==> src/rtl/video_layer_composite.sv <==
// Two-stage sprite/background compositor.
// Register writes go to a shadow bank that is copied to the active bank on
// frame_start. Stage 0 issues per-sprite lookup requests with local
// coordinates. Stage 1 picks the lowest-index opaque hit, falls back to the
// background colour, and blanks the output outside the active area.
module video_layer_composite #(
    parameter int NUM_SPRITES = 2,
    parameter int SPRITE_BITS = 5,
    parameter int COLOR_BITS  = 4
) (
    input  logic                                  clk,
    input  logic                                  reset,
    input  logic [15:0]                           x,
    input  logic [15:0]                           y,
    input  logic                                  visible,
    input  logic                                  frame_start,
    input  logic                                  wr_en,
    input  logic [7:0]                            wr_addr,
    input  logic [15:0]                           wr_data,
    output logic [NUM_SPRITES*SPRITE_BITS-1:0]    spr_x,
    output logic [NUM_SPRITES*SPRITE_BITS-1:0]    spr_y,
    output logic [NUM_SPRITES-1:0]                spr_active,
    input  logic [NUM_SPRITES*3*COLOR_BITS-1:0]   spr_rgb,
    input  logic [NUM_SPRITES-1:0]                spr_opaque,
    output logic [COLOR_BITS-1:0]                 r,
    output logic [COLOR_BITS-1:0]                 g,
    output logic [COLOR_BITS-1:0]                 b
);

    localparam int          RGB_W     = 3 * COLOR_BITS;
    localparam logic [7:0]  BG_ADDR   = 8'(2 * NUM_SPRITES);
    localparam logic [7:0]  MASK_ADDR = 8'(2 * NUM_SPRITES + 1);
    // Sprite side length, widened so pos + size never wraps at 16 bits.
    localparam logic [16:0] SPR_SIZE  = 17'(1 << SPRITE_BITS);

    logic [15:0]            sh_pos_x_r  [NUM_SPRITES];
    logic [15:0]            sh_pos_y_r  [NUM_SPRITES];
    logic [RGB_W-1:0]       sh_bg_r;
    logic [NUM_SPRITES-1:0] sh_mask_r;

    logic [15:0]            sh_pos_x_s  [NUM_SPRITES];
    logic [15:0]            sh_pos_y_s  [NUM_SPRITES];
    logic [RGB_W-1:0]       sh_bg_s;
    logic [NUM_SPRITES-1:0] sh_mask_s;

    logic [15:0]            act_pos_x_r [NUM_SPRITES];
    logic [15:0]            act_pos_y_r [NUM_SPRITES];
    logic [RGB_W-1:0]       act_bg_r;
    logic [NUM_SPRITES-1:0] act_mask_r;

    logic [NUM_SPRITES-1:0]             req_s;
    logic [NUM_SPRITES*SPRITE_BITS-1:0] loc_x_s;
    logic [NUM_SPRITES*SPRITE_BITS-1:0] loc_y_s;
    logic                               vis_d_r;
    logic [RGB_W-1:0]                   sel_rgb_s;

    // Shadow next-state: apply the current write (if any) to the shadow bank.
    always_comb begin
        sh_pos_x_s = sh_pos_x_r;
        sh_pos_y_s = sh_pos_y_r;
        sh_bg_s    = sh_bg_r;
        sh_mask_s  = sh_mask_r;
        if (wr_en) begin
            for (int i = 0; i < NUM_SPRITES; i++) begin
                if (wr_addr == 8'(2 * i)) begin
                    sh_pos_x_s[i] = wr_data;
                end else if (wr_addr == 8'(2 * i + 1)) begin
                    sh_pos_y_s[i] = wr_data;
                end else begin
                    sh_pos_x_s[i] = sh_pos_x_s[i];
                end
            end
            if (wr_addr == BG_ADDR) begin
                sh_bg_s = wr_data[RGB_W-1:0];
            end else if (wr_addr == MASK_ADDR) begin
                sh_mask_s = wr_data[NUM_SPRITES-1:0];
            end else begin
                sh_bg_s = sh_bg_r;
            end
        end else begin
            sh_mask_s = sh_mask_r;
        end
    end

    // Shadow bank register.
    always_ff @(posedge clk or posedge reset) begin
        if (reset) begin
            for (int i = 0; i < NUM_SPRITES; i++) begin
                sh_pos_x_r[i] <= 16'd0;
                sh_pos_y_r[i] <= 16'd0;
            end
            sh_bg_r   <= '0;
            sh_mask_r <= '0;
        end else begin
            sh_pos_x_r <= sh_pos_x_s;
            sh_pos_y_r <= sh_pos_y_s;
            sh_bg_r    <= sh_bg_s;
            sh_mask_r  <= sh_mask_s;
        end
    end

    // Active bank: copies the shadow next-state on frame_start, so a write in
    // the same cycle is committed immediately.
    always_ff @(posedge clk or posedge reset) begin
        if (reset) begin
            for (int i = 0; i < NUM_SPRITES; i++) begin
                act_pos_x_r[i] <= 16'd0;
                act_pos_y_r[i] <= 16'd0;
            end
            act_bg_r   <= '0;
            act_mask_r <= '0;
        end else if (frame_start) begin
            act_pos_x_r <= sh_pos_x_s;
            act_pos_y_r <= sh_pos_y_s;
            act_bg_r    <= sh_bg_s;
            act_mask_r  <= sh_mask_s;
        end else begin
            act_mask_r  <= act_mask_r;
        end
    end

    // Stage 0 hit test and local coordinates. The low bits of (x - pos)
    // equal the difference of the low bits, so only those are computed.
    always_comb begin
        req_s   = '0;
        loc_x_s = '0;
        loc_y_s = '0;
        for (int i = 0; i < NUM_SPRITES; i++) begin
            req_s[i] = visible && act_mask_r[i]
                    && ({1'b0, x} >= {1'b0, act_pos_x_r[i]})
                    && ({1'b0, x} <  ({1'b0, act_pos_x_r[i]} + SPR_SIZE))
                    && ({1'b0, y} >= {1'b0, act_pos_y_r[i]})
                    && ({1'b0, y} <  ({1'b0, act_pos_y_r[i]} + SPR_SIZE));
            if (req_s[i]) begin
                loc_x_s[i*SPRITE_BITS +: SPRITE_BITS] = x[SPRITE_BITS-1:0] - act_pos_x_r[i][SPRITE_BITS-1:0];
                loc_y_s[i*SPRITE_BITS +: SPRITE_BITS] = y[SPRITE_BITS-1:0] - act_pos_y_r[i][SPRITE_BITS-1:0];
            end else begin
                loc_x_s[i*SPRITE_BITS +: SPRITE_BITS] = '0;
                loc_y_s[i*SPRITE_BITS +: SPRITE_BITS] = '0;
            end
        end
    end

    // Stage 0 registers: lookup requests plus the delayed visible flag.
    always_ff @(posedge clk or posedge reset) begin
        if (reset) begin
            spr_active <= '0;
            spr_x      <= '0;
            spr_y      <= '0;
            vis_d_r    <= 1'b0;
        end else begin
            spr_active <= req_s;
            spr_x      <= loc_x_s;
            spr_y      <= loc_y_s;
            vis_d_r    <= visible;
        end
    end

    // Stage 1 priority select: scan high to low so the lowest index wins.
    always_comb begin
        sel_rgb_s = act_bg_r;
        for (int i = NUM_SPRITES - 1; i >= 0; i--) begin
            if (spr_active[i] && spr_opaque[i]) begin
                sel_rgb_s = spr_rgb[i*RGB_W +: RGB_W];
            end else begin
                sel_rgb_s = sel_rgb_s;
            end
        end
    end

    // Stage 1 output register, blanked outside the active area.
    always_ff @(posedge clk or posedge reset) begin
        if (reset) begin
            {r, g, b} <= '0;
        end else if (!vis_d_r) begin
            {r, g, b} <= '0;
        end else begin
            {r, g, b} <= sel_rgb_s;
        end
    end

endmodule

==> config.mk <==
export PLATFORM = sky130hd
export DESIGN_NAME = video_layer_composite
export DESIGN_NICKNAME = d
export VERILOG_FILES = /design/src/rtl/video_layer_composite.sv
export SDC_FILE = /design/constraint.sdc
export NUM_CORES = 1
export LEC_CHECK = 0
export CAP_MARGIN = 20
export CORE_ASPECT_RATIO = 0.7
export CORE_MARGIN = 2
export CORE_UTILIZATION = 38
export CTS_BUF_LIST = sky130_fd_sc_hd__clkbuf_2 sky130_fd_sc_hd__clkbuf_4 sky130_fd_sc_hd__clkbuf_8
export DETAILED_ROUTE_END_ITERATION = 10
export PLACE_DENSITY = 0.64
export SETUP_SLACK_MARGIN = 0.3
export SKIP_LAST_GASP = 1
export SYNTH_ARGS = -nofsm -noshare
export SYNTH_HDL_FRONTEND = slang
export SYNTH_SLANG_ARGS = --single-unit
==> constraint.sdc <==
create_clock -name clk -period 10.78 [get_ports clk]
set_input_delay 2.156 -clock clk [delete_from_list [all_inputs] [get_ports clk]]
set_output_delay 2.156 -clock clk [all_outputs]
set_load 0.05 [all_outputs]
==> results of run 1 <==
==> per-stage QoR <==
| stage | cells | setup WS, ps | utilization |
|---|---|---|---|
| global placement | 1426 | 5732 | 0.4423 |
| floorplan | 962 | 3425 | - |
| CTS | 1457 | 6238 | 0.4582 |
| detailed placement | 1426 | 5715 | 0.4423 |
| global route | 1457 | 6050 | 0.4582 |
| finish | 1457 | 6241 | 0.4582 |
==> layer usage <==
metal | track usage | vias up
met5 | 0 | -
met4 | 0.03547 | 0
met3 | 0.05047 | 13
met2 | 0.2536 | 196
met1 | 0.3045 | 3772
li1 | - | 3669
==> Yosys cell counts, drive strengths merged, types with 5 or more instances <==
cell and instances:
nand2 71, nand4 26, xor2 6, xnor2 40
ha 112, o21ai 44, a21o 18, nor2 15
and3 8, nor3 14, and4 7, dfrtp 191
mux2 126, o31a 5, inv 76, o211a 14
buf 11, nand3 55, nor4 16, a21oi 48
clkbuf 19
==> report_power, final <==
part	internal (mW)	switching (mW)
Sequential	0.747	0.0188
Clock	0.260	0.278
Combinational	0.114	0.142
Total	1.12	0.438
==> registers in the layout, summed over array words and instances (netlist names), 4 cells and up <==
register and flops:
spr_x 10, spr_y 10, act_bg_r 12, g 4, sh_bg_r 12, act_pos_y_r 32
act_pos_x_r 32, sh_pos_x_r 32, b 4, r 4, sh_pos_y_r 32
==> cells by family after synthesis <==
logic type,share of synthesized area
adders and majority gates,0.1381
buffers and inverters,0.04024
DFF,0.4456
xor gates and xnor gates,0.03756
muxes,0.1323
AOI/OAI and AO/OA,0.08830
and+or+nand+nor,0.1179
==> final timing paths <==
check                                     from               to  slack (ps)  cells past startpoint
worst max-delay path                      y[0]         spr_x[3]        6240                     11
max in group asynchronous                reset  act_pos_x_r[15]        7210                      3
worst max register to register  act_pos_x_r[5]         spr_y[7]        7300                     11
worst min-delay path            sh_pos_x_r[19]   sh_pos_x_r[19]         490                      1
min in group asynchronous                reset             b[1]        2270                      2
worst min register to register  sh_pos_x_r[19]   sh_pos_x_r[19]         490                      1
==> layout make-up <==
class | instances | area (µm²)
clock buffers | 18 | 241.5
clock inverters | 13 | 200.2
fillers | 2624 | 15040
inverters | 76 | 292.8
multi-input cells | 665 | 5520
flip-flops and latches | 191 | 4780
well taps | 371 | 464.2
repair buffers | 123 | 1221
==> critical path: cells and delay by family <==
family	cells	cell delay [ps]
AO/OA/AOI/OAI	3	500
adder cells (fa/ha/maj)	2	560
buffers and inverters	3	550
AND/OR/NAND/NOR	3	1110
==> report_table.html, run 1 <==
<table>
<tr><th>Metric</th><th>Value</th></tr>
<tr><th colspan="2">Global routing</th></tr>
<tr><td>Maximum number of pins on one net before global-route repair</td><td>roughly 140</td></tr>
<tr><td>Global-route wire length before repair</td><td>42890 µm</td></tr>
<tr><td>Total global routing overflow</td><td>0</td></tr>
<tr><td>Total global-route track usage</td><td>0.1910</td></tr>
<tr><td>Number of antenna violations at the first check in global routing</td><td>0</td></tr>
<tr><td>Via count of the first global-routing pass</td><td>7448</td></tr>
<tr><th colspan="2">Yosys</th></tr>
<tr><td>Async set or reset register ratio after synthesis</td><td>1.000</td></tr>
<tr><td>Cell taking the most area after synthesis</td><td>dfrtp_1</td></tr>
<tr><td>Yosys warning count</td><td>0</td></tr>
<tr><td>Number of different library cells in the post-synthesis netlist</td><td>52</td></tr>
<tr><td>Net Count, Synth</td><td>1165</td></tr>
<tr><td>Leading cell types by total area after synthesis</td><td>dfrtp_1 45%, ha_1 13%, mux2_2 13%</td></tr>
<tr><td>Number of instances in the synthesized netlist</td><td>962</td></tr>
<tr><td>Synth top area share</td><td>0.4456</td></tr>
<tr><td>Cell area after synthesis</td><td>10730 µm²</td></tr>
<tr><td>Post-synth EDFFs</td><td>0</td></tr>
<tr><td>Synth Register Bits</td><td>191</td></tr>
<tr><td>Leading register cell type out of synthesis</td><td>dfrtp_1</td></tr>
<tr><td>Proportion of synthesized chip area in sequential cells</td><td>0.4456</td></tr>
<tr><td>Average footprint of a synthesized cell</td><td>roughly 11 µm²</td></tr>
<tr><th colspan="2">Timing</th></tr>
<tr><td>Setup Skew</td><td>18.96 ps</td></tr>
<tr><td>Period utilisation layout</td><td>0.4210</td></tr>
<tr><td>Final Hold Violating Endpoints</td><td>0</td></tr>
<tr><td>Setup-violating endpoint count in the final report</td><td>0</td></tr>
<tr><td>Achievable Freq</td><td>220.3 MHz</td></tr>
<tr><td>Fin. max-slew vios</td><td>0</td></tr>
<tr><td>Max-slew headroom</td><td>0.3137</td></tr>
<tr><td>WHS</td><td>around 490 ps</td></tr>
<tr><td>Setup TNS after final layout</td><td>0 ps</td></tr>
<tr><td>Unrepaired setup endpoints after global routing</td><td>false</td></tr>
<tr><td>Least-Margin Pin Slew</td><td>a little over 1000 ps</td></tr>
<tr><td>Clock period minus final worst setup slack</td><td>4539 ps</td></tr>
<tr><th colspan="2">Status</th></tr>
<tr><td>Outcome</td><td>complete, no violations</td></tr>
<tr><th colspan="2">Setup path</th></tr>
<tr><td>Kind of start point of the critical path</td><td>primary input</td></tr>
<tr><td>Slowest-stage cell, CP</td><td>or4b_1</td></tr>
<tr><td>Critical path class</td><td>primary input to flip-flop</td></tr>
<tr><td>Series of cell instances along the critical path</td><td>clkdlybuf4s50_1 &gt; inv_1 &gt; ha_1 &gt; inv_1 &gt; fa_1 &gt; a21o_1 &gt; a21oi_1 &gt; a2111oi_0 &gt; or4b_1 &gt; nand3_1 &gt; nor4_2</td></tr>
<tr><td>Cell seen most often among critical-path stages</td><td>inv_1</td></tr>
<tr><td>Crit Path Max Fanout</td><td>11</td></tr>
<tr><td>Signal arrival time at the worst endpoint</td><td>~5000 ps</td></tr>
<tr><td>Worst endpoint required time</td><td>11110 ps</td></tr>
<tr><td>CP max stage delay</td><td>530 ps</td></tr>
<tr><td>Worst Setup End Kind</td><td>flip-flop</td></tr>
<tr><th colspan="2">Clocking</th></tr>
<tr><td>Clock latency at the later pin of the worst-skew pair</td><td>490 ps</td></tr>
<tr><td>Sink Count</td><td>between 150 and 200</td></tr>
<tr><td>Setup Buffers After CTS</td><td>0</td></tr>
<tr><td>CTS Buffer Depth</td><td>2</td></tr>
<tr><td>CTS HTree Levels</td><td>4</td></tr>
<tr><td>Post-cts repair resize count</td><td>0</td></tr>
<tr><td>Number of buffers inserted by hold repair at cts</td><td>0</td></tr>
<tr><td>Number of clock buffers inserted by TritonCTS</td><td>17</td></tr>
<tr><td>Clock transition at the registers of the reported paths</td><td>110 ps</td></tr>
<tr><td>Clock root buffer master</td><td>clkbuf_8</td></tr>
<tr><td>TritonCTS clock tree</td><td>done</td></tr>
<tr><th colspan="2">Route</th></tr>
<tr><td>Post-route DRC violation count</td><td>0</td></tr>
<tr><td>First-pass iteration count of the detailed router</td><td>5</td></tr>
<tr><td>Iter 0 DRT Violations</td><td>487</td></tr>
<tr><td>Vias per std cell</td><td>5.251</td></tr>
<tr><td>Detailed route wirelength on metal2</td><td>around 11000 µm</td></tr>
<tr><td>WL/cell</td><td>18.56 µm</td></tr>
<tr><td>Wire length the detailed router placed on met1</td><td>14290 µm</td></tr>
<tr><td>Met3 wirelength from detailed routing</td><td>1888 µm</td></tr>
<tr><td>Vias</td><td>roughly 7700</td></tr>
<tr><td>Detailed Route WL</td><td>27040 µm</td></tr>
<tr><td>Highest routing layer actually used</td><td>met4</td></tr>
<tr><td>Post-route ant nets</td><td>0</td></tr>
<tr><th colspan="2">Worst hold path</th></tr>
<tr><td>Class of the most critical hold timing path</td><td>flip-flop to flip-flop</td></tr>
<tr><th colspan="2">Die</th></tr>
<tr><td>Die Outline Area</td><td>29610 µm²</td></tr>
<tr><td>Cell row count</td><td>51</td></tr>
<tr><td>Vertical extent of the die</td><td>~140 µm</td></tr>
<tr><td>Floorplan Core Area</td><td>27760 µm²</td></tr>
<tr><td>IO Pins</td><td>between 100 and 150</td></tr>
<tr><td>Initial standard-cell utilization of the core</td><td>0.3864</td></tr>
<tr><td>Overall die width</td><td>204.8 µm</td></tr>
<tr><th colspan="2">Pwr</th></tr>
<tr><td>Peak supply drop</td><td>75.74 µV</td></tr>
<tr><td>Total power consumption of the routed design</td><td>1.559 mW</td></tr>
<tr><td>Cell area power density</td><td>122.6 nW/µm²</td></tr>
<tr><td>Leakage power</td><td>5.814 nW</td></tr>
<tr><th colspan="2">Layout</th></tr>
<tr><td>Proportion of layout cells with a drive suffix above 1</td><td>0.1630</td></tr>
<tr><td>Net total in the final layout</td><td>1277</td></tr>
<tr><td>Area growth from synthesis to final layout</td><td>18.58%</td></tr>
<tr><td>Antenna cells</td><td>0</td></tr>
<tr><td>Post-route design area</td><td>about 13000 µm²</td></tr>
<tr><td>Most common library cell in the layout ignoring fill and taps</td><td>dfrtp_1</td></tr>
<tr><td>Top library cells by usage in the layout, fill and taps aside</td><td>191 x dfrtp_1, 121 x mux2_2, 119 x clkdlybuf4s50_1</td></tr>
<tr><th colspan="2">Placed design</th></tr>
<tr><td>Number of port buffers</td><td>120</td></tr>
<tr><td>RePlAce Congestion</td><td>0.9105</td></tr>
<tr><td>Cell area after placement</td><td>about 12000 µm²</td></tr>
<tr><td>DP Wirelength</td><td>20650 µm</td></tr>
<tr><th colspan="2">Flow run</th></tr>
<tr><td>MaxCap Viol Count</td><td>0</td></tr>
</table>
Note: power is estimated with default switching activity, not from simulation.
==> run 2, diff against run 1 <==
PLACE_DENSITY = 0.66   (was 0.64)
clock period = 4.1 ns   (was 10.78 ns; I/O delays follow)
==> run 2 against run 1 <==
Clock power grew to 2.7 times the previous value. Non-clock buffer count is 8 higher. Global-route usage is 0.16 points lower. Cell area is 0.86% higher. Worst setup slack worse by 5500 ps. Critical path type is now flip-flop to flip-flop. Sequential power grew to 2.6 times the previous value. Power grew to 2.6 times the previous value. Die area stayed put. Register-to-register slack worse by 6600 ps. Worst hold slack better by 0.67 ps. First-iteration DRC count is 6.6% higher.
==> report_table.html, run 2 (synthesis results as in run 1) <==
<table>
<tr><th>Metric</th><th>Value</th></tr>
<tr><th colspan="2">Layout</th></tr>
<tr><td>Sequential cell area</td><td>4780 µm² (unchanged)</td></tr>
<tr><td>Area growth from synthesis to final layout</td><td>19.60% (was 18.58%)</td></tr>
<tr><td>Final standard cell count with taps included and fillers excluded</td><td>1466 (was 1457)</td></tr>
<tr><td>Most common library cell in the layout ignoring fill and taps</td><td>dfrtp_1 (unchanged)</td></tr>
<tr><td>Top library cells by usage in the layout, fill and taps aside</td><td>191 x dfrtp_1, 121 x mux2_2, 119 x clkdlybuf4s50_1 (unchanged)</td></tr>
<tr><td>Net total in the final layout</td><td>1285 (was 1277)</td></tr>
<tr><td>Fillcell total</td><td>2587 (was 2624)</td></tr>
<tr><td>Area taken by multi-input logic gates</td><td>5528 µm² (was 5520 µm²)</td></tr>
<tr><td>Antenna cells</td><td>0 (unchanged)</td></tr>
<tr><td>Proportion of layout cells with a drive suffix above 1</td><td>0.1708 (was 0.1630)</td></tr>
<tr><th colspan="2">Setup path</th></tr>
<tr><td>Reg2Reg Depth</td><td>10 (was 11)</td></tr>
<tr><td>Crit Path Max Fanout</td><td>11 (unchanged)</td></tr>
<tr><td>Worst Setup End Kind</td><td>flip-flop (unchanged)</td></tr>
<tr><td>Critical path class</td><td>flip-flop to flip-flop (was primary input to flip-flop)</td></tr>
<tr><td>Worst endpoint required time</td><td>4470 ps (was 11110 ps)</td></tr>
<tr><td>Kind of start point of the critical path</td><td>flip-flop (was primary input)</td></tr>
<tr><td>Signal arrival time at the worst endpoint</td><td>3730 ps (was 4870 ps)</td></tr>
<tr><th colspan="2">Global routing</th></tr>
<tr><td>Global-route wire length before repair</td><td>42920 µm (was 42890 µm)</td></tr>
<tr><td>Maximum number of pins on one net before global-route repair</td><td>77 (was 138)</td></tr>
<tr><td>Total global routing overflow</td><td>0 (unchanged)</td></tr>
<tr><td>Via count of the first global-routing pass</td><td>7634 (was 7448)</td></tr>
<tr><td>Number of antenna violations at the first check in global routing</td><td>0 (unchanged)</td></tr>
<tr><td>Total global-route track usage</td><td>0.1895 (was 0.1910)</td></tr>
<tr><th colspan="2">Route</th></tr>
<tr><td>Iter 0 DRT Violations</td><td>519 (was 487)</td></tr>
<tr><td>Detailed Route WL</td><td>27140 µm (was 27040 µm)</td></tr>
<tr><td>WL/cell</td><td>18.51 µm (was 18.56 µm)</td></tr>
<tr><td>First-pass iteration count of the detailed router</td><td>5 (unchanged)</td></tr>
<tr><td>Vias</td><td>7740 (was 7650)</td></tr>
<tr><td>Post-route ant nets</td><td>0 (unchanged)</td></tr>
<tr><td>Vias per std cell</td><td>5.280 (was 5.251)</td></tr>
<tr><td>Post-route DRC violation count</td><td>0 (unchanged)</td></tr>
<tr><th colspan="2">Die</th></tr>
<tr><td>Initial standard-cell utilization of the core</td><td>0.3864 (unchanged)</td></tr>
<tr><td>Vertical extent of the die</td><td>144.6 µm (unchanged)</td></tr>
<tr><td>Cell row count</td><td>51 (unchanged)</td></tr>
<tr><td>Die Outline Area</td><td>29610 µm² (unchanged)</td></tr>
<tr><td>IO Pins</td><td>121 (unchanged)</td></tr>
<tr><td>Overall die width</td><td>204.8 µm (unchanged)</td></tr>
<tr><td>Floorplan Core Area</td><td>27760 µm² (unchanged)</td></tr>
<tr><th colspan="2">Pwr</th></tr>
<tr><td>Cell area power density</td><td>321.4 nW/µm² (was 122.6 nW/µm²)</td></tr>
<tr><td>Peak supply drop</td><td>203.0 µV (was 75.74 µV)</td></tr>
<tr><td>Leakage power</td><td>5.870 nW (was 5.814 nW)</td></tr>
<tr><th colspan="2">Placed design</th></tr>
<tr><td>Worst slack at placement</td><td>478.9 ps (was 5715 ps)</td></tr>
<tr><td>RePlAce Congestion</td><td>0.9016 (was 0.9105)</td></tr>
<tr><td>Number of port buffers</td><td>120 (unchanged)</td></tr>
<tr><td>DP Wirelength</td><td>20950 µm (was 20650 µm)</td></tr>
<tr><td>Total placed cells including tap cells</td><td>1434 (was 1426)</td></tr>
<tr><th colspan="2">Clocking</th></tr>
<tr><td>Clock latency at the later pin of the worst-skew pair</td><td>480 ps (was 490 ps)</td></tr>
<tr><td>Number of buffers inserted by hold repair at cts</td><td>0 (unchanged)</td></tr>
<tr><td>Post-cts repair resize count</td><td>0 (unchanged)</td></tr>
<tr><td>CTS Buffer Depth</td><td>2 (unchanged)</td></tr>
<tr><td>Clock root buffer master</td><td>clkbuf_8 (unchanged)</td></tr>
<tr><td>TritonCTS clock tree</td><td>done (unchanged)</td></tr>
<tr><td>CTS HTree Levels</td><td>4 (unchanged)</td></tr>
<tr><td>Clock transition at the registers of the reported paths</td><td>100 ps (was 110 ps)</td></tr>
<tr><td>Sink Count</td><td>191 (unchanged)</td></tr>
<tr><td>Setup Buffers After CTS</td><td>0 (unchanged)</td></tr>
<tr><td>Number of clock buffers inserted by TritonCTS</td><td>17 (unchanged)</td></tr>
<tr><th colspan="2">Timing</th></tr>
<tr><td>Clock period minus final worst setup slack</td><td>about 3400 ps</td></tr>
<tr><td>Worst-case setup margin in the final layout</td><td>734.3 ps (was 6241 ps)</td></tr>
<tr><td>Final Hold Violating Endpoints</td><td>0 (unchanged)</td></tr>
<tr><td>Setup Skew</td><td>16.71 ps (was 18.96 ps)</td></tr>
<tr><td>Setup-violating endpoint count in the final report</td><td>0 (unchanged)</td></tr>
<tr><td>Fin. max-slew vios</td><td>0 (unchanged)</td></tr>
<tr><td>Achievable Freq</td><td>a little under 300 MHz</td></tr>
<tr><td>Least-Margin Pin Slew</td><td>844.6 ps (was 1024 ps)</td></tr>
<tr><td>Period utilisation layout</td><td>0.8209</td></tr>
<tr><td>Max-slew headroom</td><td>0.4358 (was 0.3137)</td></tr>
<tr><td>Unrepaired setup endpoints after global routing</td><td>false (unchanged)</td></tr>
<tr><td>Setup TNS after final layout</td><td>0 ps (unchanged)</td></tr>
<tr><th colspan="2">Status</th></tr>
<tr><td>Outcome</td><td>complete, no violations (unchanged)</td></tr>
<tr><th colspan="2">Worst hold path</th></tr>
<tr><td>Hold path depth</td><td>1 (unchanged)</td></tr>
<tr><td>Class of the most critical hold timing path</td><td>flip-flop to flip-flop (unchanged)</td></tr>
<tr><th colspan="2">Flow run</th></tr>
<tr><td>MaxCap Viol Count</td><td>0 (unchanged)</td></tr>
</table>
[run 2: cell types whose count changed in the layout (fill, tap and decap cells not counted), sizes merged]
cell    before  now
inv         82   81
clkbuf      18   20
buf          4   12
[run 2: layout make-up]
cell class	instances	area share
repair buffers	131	0.1018
inverters	76	0.02253
clock buffers	20	0.02097
multi-input cells	665	0.4309
clock inverters	12	0.01502
well taps	371	0.03618
flip-flops and latches	191	0.3726
[run 2: power by group]
group | switching, mW | internal, mW
combinational | 0.378 | 0.306
clock | 0.704 | 0.721
sequential | 0.0504 | 1.96
total | 1.13 | 2.99
[run 2: layer usage]
layer	track usage	vias to the layer above	routed length, µm
li1	-	3683	-
met1	0.2927	3860	14130
met2	0.2651	180	11060
met3	0.04507	15	1675
met4	0.03471	2	199
met5	0.01871	-	71
[run 2: final timing paths]
check                           startpoint              to  slack, ps
setup reg to reg           act_pos_y_r[21]        spr_x[4]        730
hold / removal              sh_pos_y_r[24]  sh_pos_y_r[24]        490
min in group asynchronous            reset        spr_x[2]        860
setup / recovery           act_pos_y_r[21]        spr_x[4]        730
hold reg to reg             sh_pos_y_r[24]  sh_pos_y_r[24]        490
max in group asynchronous            reset  sh_pos_y_r[24]       2370
[run 2: worst max-delay path, cell delays in order (launching register included)]
cell	delay [ps]
dfrtp_1	450
nand3_1	300
nor4_1	380
xnor2_1	180
ha_1	270
a21o_1	180
a21oi_1	130
o211ai_1	120
a21oi_1	320
nand2_1	480
nor4_1	430
[run 2: through the flow]
| step | utilization | hold WS (ps) | instance area [µm²] | power (mW) |
|---|---|---|---|---|
| floorplan | - | 456.0 | 10730 | 2.457 |
| global placement | 0.4455 | 464.9 | 12370 | 2.715 |
| detailed placement | 0.4455 | 474.4 | 12370 | 2.732 |
| CTS | 0.4622 | 497.9 | 12830 | 4.163 |
| global route | 0.4622 | 504.5 | 12830 | 4.324 |
| finish | 0.4622 | 494.9 | 12830 | 4.124 |
==> run 3, diff against run 2 <==
PLACE_DENSITY = 0.64   (was 0.66)
clock period = 3.1 ns   (was 4.1 ns; I/O delays follow)
==> run 3 against run 2 <==
Register-to-register slack got worse by 350 ps. Clock skew rose by 1.3 ps. Wire length rose by 3.7%. First-iteration DRC count fell by 23%. Worst hold slack improved by 2.7 ps. Flip-flop and latch count did not move. Non-clock buffer count rose by 36. Global-route usage rose by 0.74 points. Cell area rose by 3.5%. Critical path depth rose by 2. Cell count rose by 2.5%. Sequential power rose by 32%. Largest power group unchanged.
==> report_table.html, run 3 (synthesis results as in run 1) <==
<table>
<tr><th>Metric</th><th>Value</th></tr>
<tr><th colspan="2">Route</th></tr>
<tr><td>Post-route DRC violation count</td><td>0 (unchanged)</td></tr>
<tr><td>Detailed Route WL</td><td>28150 µm (was 27140 µm)</td></tr>
<tr><td>First-pass iteration count of the detailed router</td><td>5 (unchanged)</td></tr>
<tr><td>Vias</td><td>7887 (was 7740)</td></tr>
<tr><td>WL/cell</td><td>18.74 µm (was 18.51 µm)</td></tr>
<tr><td>Iter 0 DRT Violations</td><td>401 (was 519)</td></tr>
<tr><td>Vias per std cell</td><td>5.251 (was 5.280)</td></tr>
<tr><td>Post-route ant nets</td><td>0 (unchanged)</td></tr>
<tr><th colspan="2">Timing</th></tr>
<tr><td>WHS</td><td>497.6 ps (was 494.9 ps)</td></tr>
<tr><td>Clock period minus final worst setup slack</td><td>between 2000 and 3000 ps</td></tr>
<tr><td>Final Hold Violating Endpoints</td><td>0 (unchanged)</td></tr>
<tr><td>Fin. max-slew vios</td><td>0 (unchanged)</td></tr>
<tr><td>Setup Skew</td><td>17.97 ps (was 16.71 ps)</td></tr>
<tr><td>Period utilisation layout</td><td>0.8847</td></tr>
<tr><td>Max-slew headroom</td><td>0.5012 (was 0.4358)</td></tr>
<tr><td>Least-Margin Pin Slew</td><td>746.5 ps (was 844.6 ps)</td></tr>
<tr><td>Setup-violating endpoint count in the final report</td><td>0 (unchanged)</td></tr>
<tr><td>Unrepaired setup endpoints after global routing</td><td>true (was false)</td></tr>
<tr><td>Achievable Freq</td><td>around 360 MHz</td></tr>
<tr><th colspan="2">Setup path</th></tr>
<tr><td>Kind of start point of the critical path</td><td>primary input (was flip-flop)</td></tr>
<tr><td>Worst endpoint required time</td><td>3470 ps (was 4470 ps)</td></tr>
<tr><td>Crit Path Max Fanout</td><td>6 (was 11)</td></tr>
<tr><td>Worst Setup End Kind</td><td>flip-flop (unchanged)</td></tr>
<tr><td>Critical path class</td><td>primary input to flip-flop (was flip-flop to flip-flop)</td></tr>
<tr><td>Signal arrival time at the worst endpoint</td><td>3120 ps (was 3730 ps)</td></tr>
<tr><th colspan="2">Die</th></tr>
<tr><td>Initial standard-cell utilization of the core</td><td>0.3864 (unchanged)</td></tr>
<tr><td>IO Pins</td><td>121 (unchanged)</td></tr>
<tr><td>Cell row count</td><td>51 (unchanged)</td></tr>
<tr><td>Overall die width</td><td>204.8 µm (unchanged)</td></tr>
<tr><td>Floorplan Core Area</td><td>27760 µm² (unchanged)</td></tr>
<tr><td>Vertical extent of the die</td><td>144.6 µm (unchanged)</td></tr>
<tr><td>Die Outline Area</td><td>29610 µm² (unchanged)</td></tr>
<tr><th colspan="2">Layout</th></tr>
<tr><td>Net total in the final layout</td><td>1321 (was 1285)</td></tr>
<tr><td>Proportion of layout cells with a drive suffix above 1</td><td>0.2325 (was 0.1708)</td></tr>
<tr><td>Most common library cell in the layout ignoring fill and taps</td><td>dfrtp_1 (unchanged)</td></tr>
<tr><td>Final standard cell count with taps included and fillers excluded</td><td>1502 (was 1466)</td></tr>
<tr><td>Top library cells by usage in the layout, fill and taps aside</td><td>186 x dfrtp_1, 121 x mux2_2, 119 x clkdlybuf4s50_1 (was 191 x dfrtp_1, 121 x mux2_2, 119 x clkdlybuf4s50_1)</td></tr>
<tr><td>Fillcell total</td><td>2537 (was 2587)</td></tr>
<tr><td>Sequential cell area</td><td>4786 µm² (was 4780 µm²)</td></tr>
<tr><td>Antenna cells</td><td>0 (unchanged)</td></tr>
<tr><td>Area taken by multi-input logic gates</td><td>5695 µm² (was 5528 µm²)</td></tr>
<tr><td>Post-route design area</td><td>13270 µm² (was 12830 µm²)</td></tr>
<tr><td>Area growth from synthesis to final layout</td><td>23.73% (was 19.60%)</td></tr>
<tr><td>Final core utilization</td><td>0.4781 (was 0.4622)</td></tr>
<tr><th colspan="2">Clocking</th></tr>
<tr><td>CTS HTree Levels</td><td>4 (unchanged)</td></tr>
<tr><td>Clock root buffer master</td><td>clkbuf_8 (unchanged)</td></tr>
<tr><td>CTS Buffer Depth</td><td>2 (unchanged)</td></tr>
<tr><td>Clock transition at the registers of the reported paths</td><td>90 ps (was 100 ps)</td></tr>
<tr><td>Clock latency at the later pin of the worst-skew pair</td><td>490 ps (was 480 ps)</td></tr>
<tr><td>Number of clock buffers inserted by TritonCTS</td><td>17 (unchanged)</td></tr>
<tr><td>TritonCTS clock tree</td><td>done (unchanged)</td></tr>
<tr><td>Sink Count</td><td>191 (unchanged)</td></tr>
<tr><th colspan="2">Global routing</th></tr>
<tr><td>Via count of the first global-routing pass</td><td>7882 (was 7634)</td></tr>
<tr><td>Total global routing overflow</td><td>0 (unchanged)</td></tr>
<tr><td>Number of antenna violations at the first check in global routing</td><td>0 (unchanged)</td></tr>
<tr><td>Global-route wire length before repair</td><td>44130 µm (was 42920 µm)</td></tr>
<tr><td>Total global-route track usage</td><td>0.1969 (was 0.1895)</td></tr>
<tr><td>Maximum number of pins on one net before global-route repair</td><td>60 (was 77)</td></tr>
<tr><th colspan="2">Worst hold path</th></tr>
<tr><td>Class of the most critical hold timing path</td><td>flip-flop to flip-flop (unchanged)</td></tr>
<tr><th colspan="2">Pwr</th></tr>
<tr><td>Peak supply drop</td><td>237.8 µV (was 203.0 µV)</td></tr>
<tr><td>Cell area power density</td><td>399.8 nW/µm² (was 321.4 nW/µm²)</td></tr>
<tr><td>Leakage power</td><td>6.029 nW (was 5.870 nW)</td></tr>
<tr><td>Total power consumption of the routed design</td><td>5.306 mW (was 4.124 mW)</td></tr>
<tr><th colspan="2">Flow run</th></tr>
<tr><td>MaxCap Viol Count</td><td>0 (unchanged)</td></tr>
<tr><th colspan="2">Placed design</th></tr>
<tr><td>DP Wirelength</td><td>21730 µm (was 20950 µm)</td></tr>
<tr><td>RePlAce Congestion</td><td>0.8772 (was 0.9016)</td></tr>
<tr><td>Total placed cells including tap cells</td><td>1465 (was 1434)</td></tr>
<tr><td>Number of port buffers</td><td>120 (unchanged)</td></tr>
<tr><td>Cell area after placement</td><td>12640 µm² (was 12370 µm²)</td></tr>
<tr><th colspan="2">Status</th></tr>
<tr><td>Outcome</td><td>complete, no violations (unchanged)</td></tr>
</table>
## run 3: changes by cell type in the layout (fill, tap and decap cells not counted), sizes merged
cell / before / now
bufinv: 4 / 1
inv: 81 / 80
clkbuf: 20 / 21
buf: 12 / 48
clkinv: 1 / 3
clkinvlp: 2 / 3
## run 3: final cells by class
type / count / area share
Tap cell: 371 / 0.03498
Clock inverter: 11 / 0.009145
Sequential cell: 191 / 0.3606
Multi-Input combinational cell: 665 / 0.4291
Inverter: 76 / 0.02178
Clock buffer: 21 / 0.02131
Timing Repair Buffer: 167 / 0.1230
## run 3: repair_timing
action	in CTS	in global routing
endpoints found under the hold margin	0	0
resized for setup	15	38
hold buffers	0	0
setup buffers	1	2
cloned	1	1
pin swaps	4	11
setup endpoints to repair	10	22
## run 3: where the power goes
part	leakage, nW	internal [mW]	switching (mW)
logic	3.20	0.445	0.527
clock network	0.202	0.731	0.942
registers	2.63	2.60	0.0624
total	6.03	3.77	1.53
## run 3: metrics by stage
stage / setup WS [ps] / TNS (ps)
after floorplan: 17.55 / 0
after global routing: 282.3 / 0
final: 357.3 / 0
after detailed placement: -173.5 / -3176
after global placement: -152.6 / -2561
after CTS: 299.2 / 0
## run 3: metal layers
layer  part of all wire  GRT usage  wire, µm
met1               0.53     0.3043     14850
met2               0.41     0.2781     11660
met3              0.049    0.04123      1370
met4             0.0093    0.04424       262
met5                  0          0         0
## run 3: final timing paths
| check | start | end | slack [ps] | depth (start not counted) |
|---|---|---|---|---|
| setup / recovery | y[0] | spr_y[7] | 360 | 12 |
| hold / removal | sh_pos_y_r[25] | sh_pos_y_r[25] | 500 | 1 |
| setup reg to reg | act_pos_x_r[5] | spr_y[9] | 380 | 13 |
| hold reg to reg | sh_pos_y_r[25] | sh_pos_y_r[25] | 500 | 1 |
| max in group asynchronous | reset | sh_pos_x_r[15] | 1850 | 3 |
| min in group asynchronous | reset | spr_x[6] | 520 | 2 |
## run 3: critical path, cell delays in order
cell and delay, ps:
clkdlybuf4s50_1 420, inv_1 100, ha_2 190, inv_1 60, fa_2 340, a21o_1 170, a21oi_2 170, a2111oi_1 110
a211o_1 280, o311ai_4 370, buf_6 220, nor3_2 60
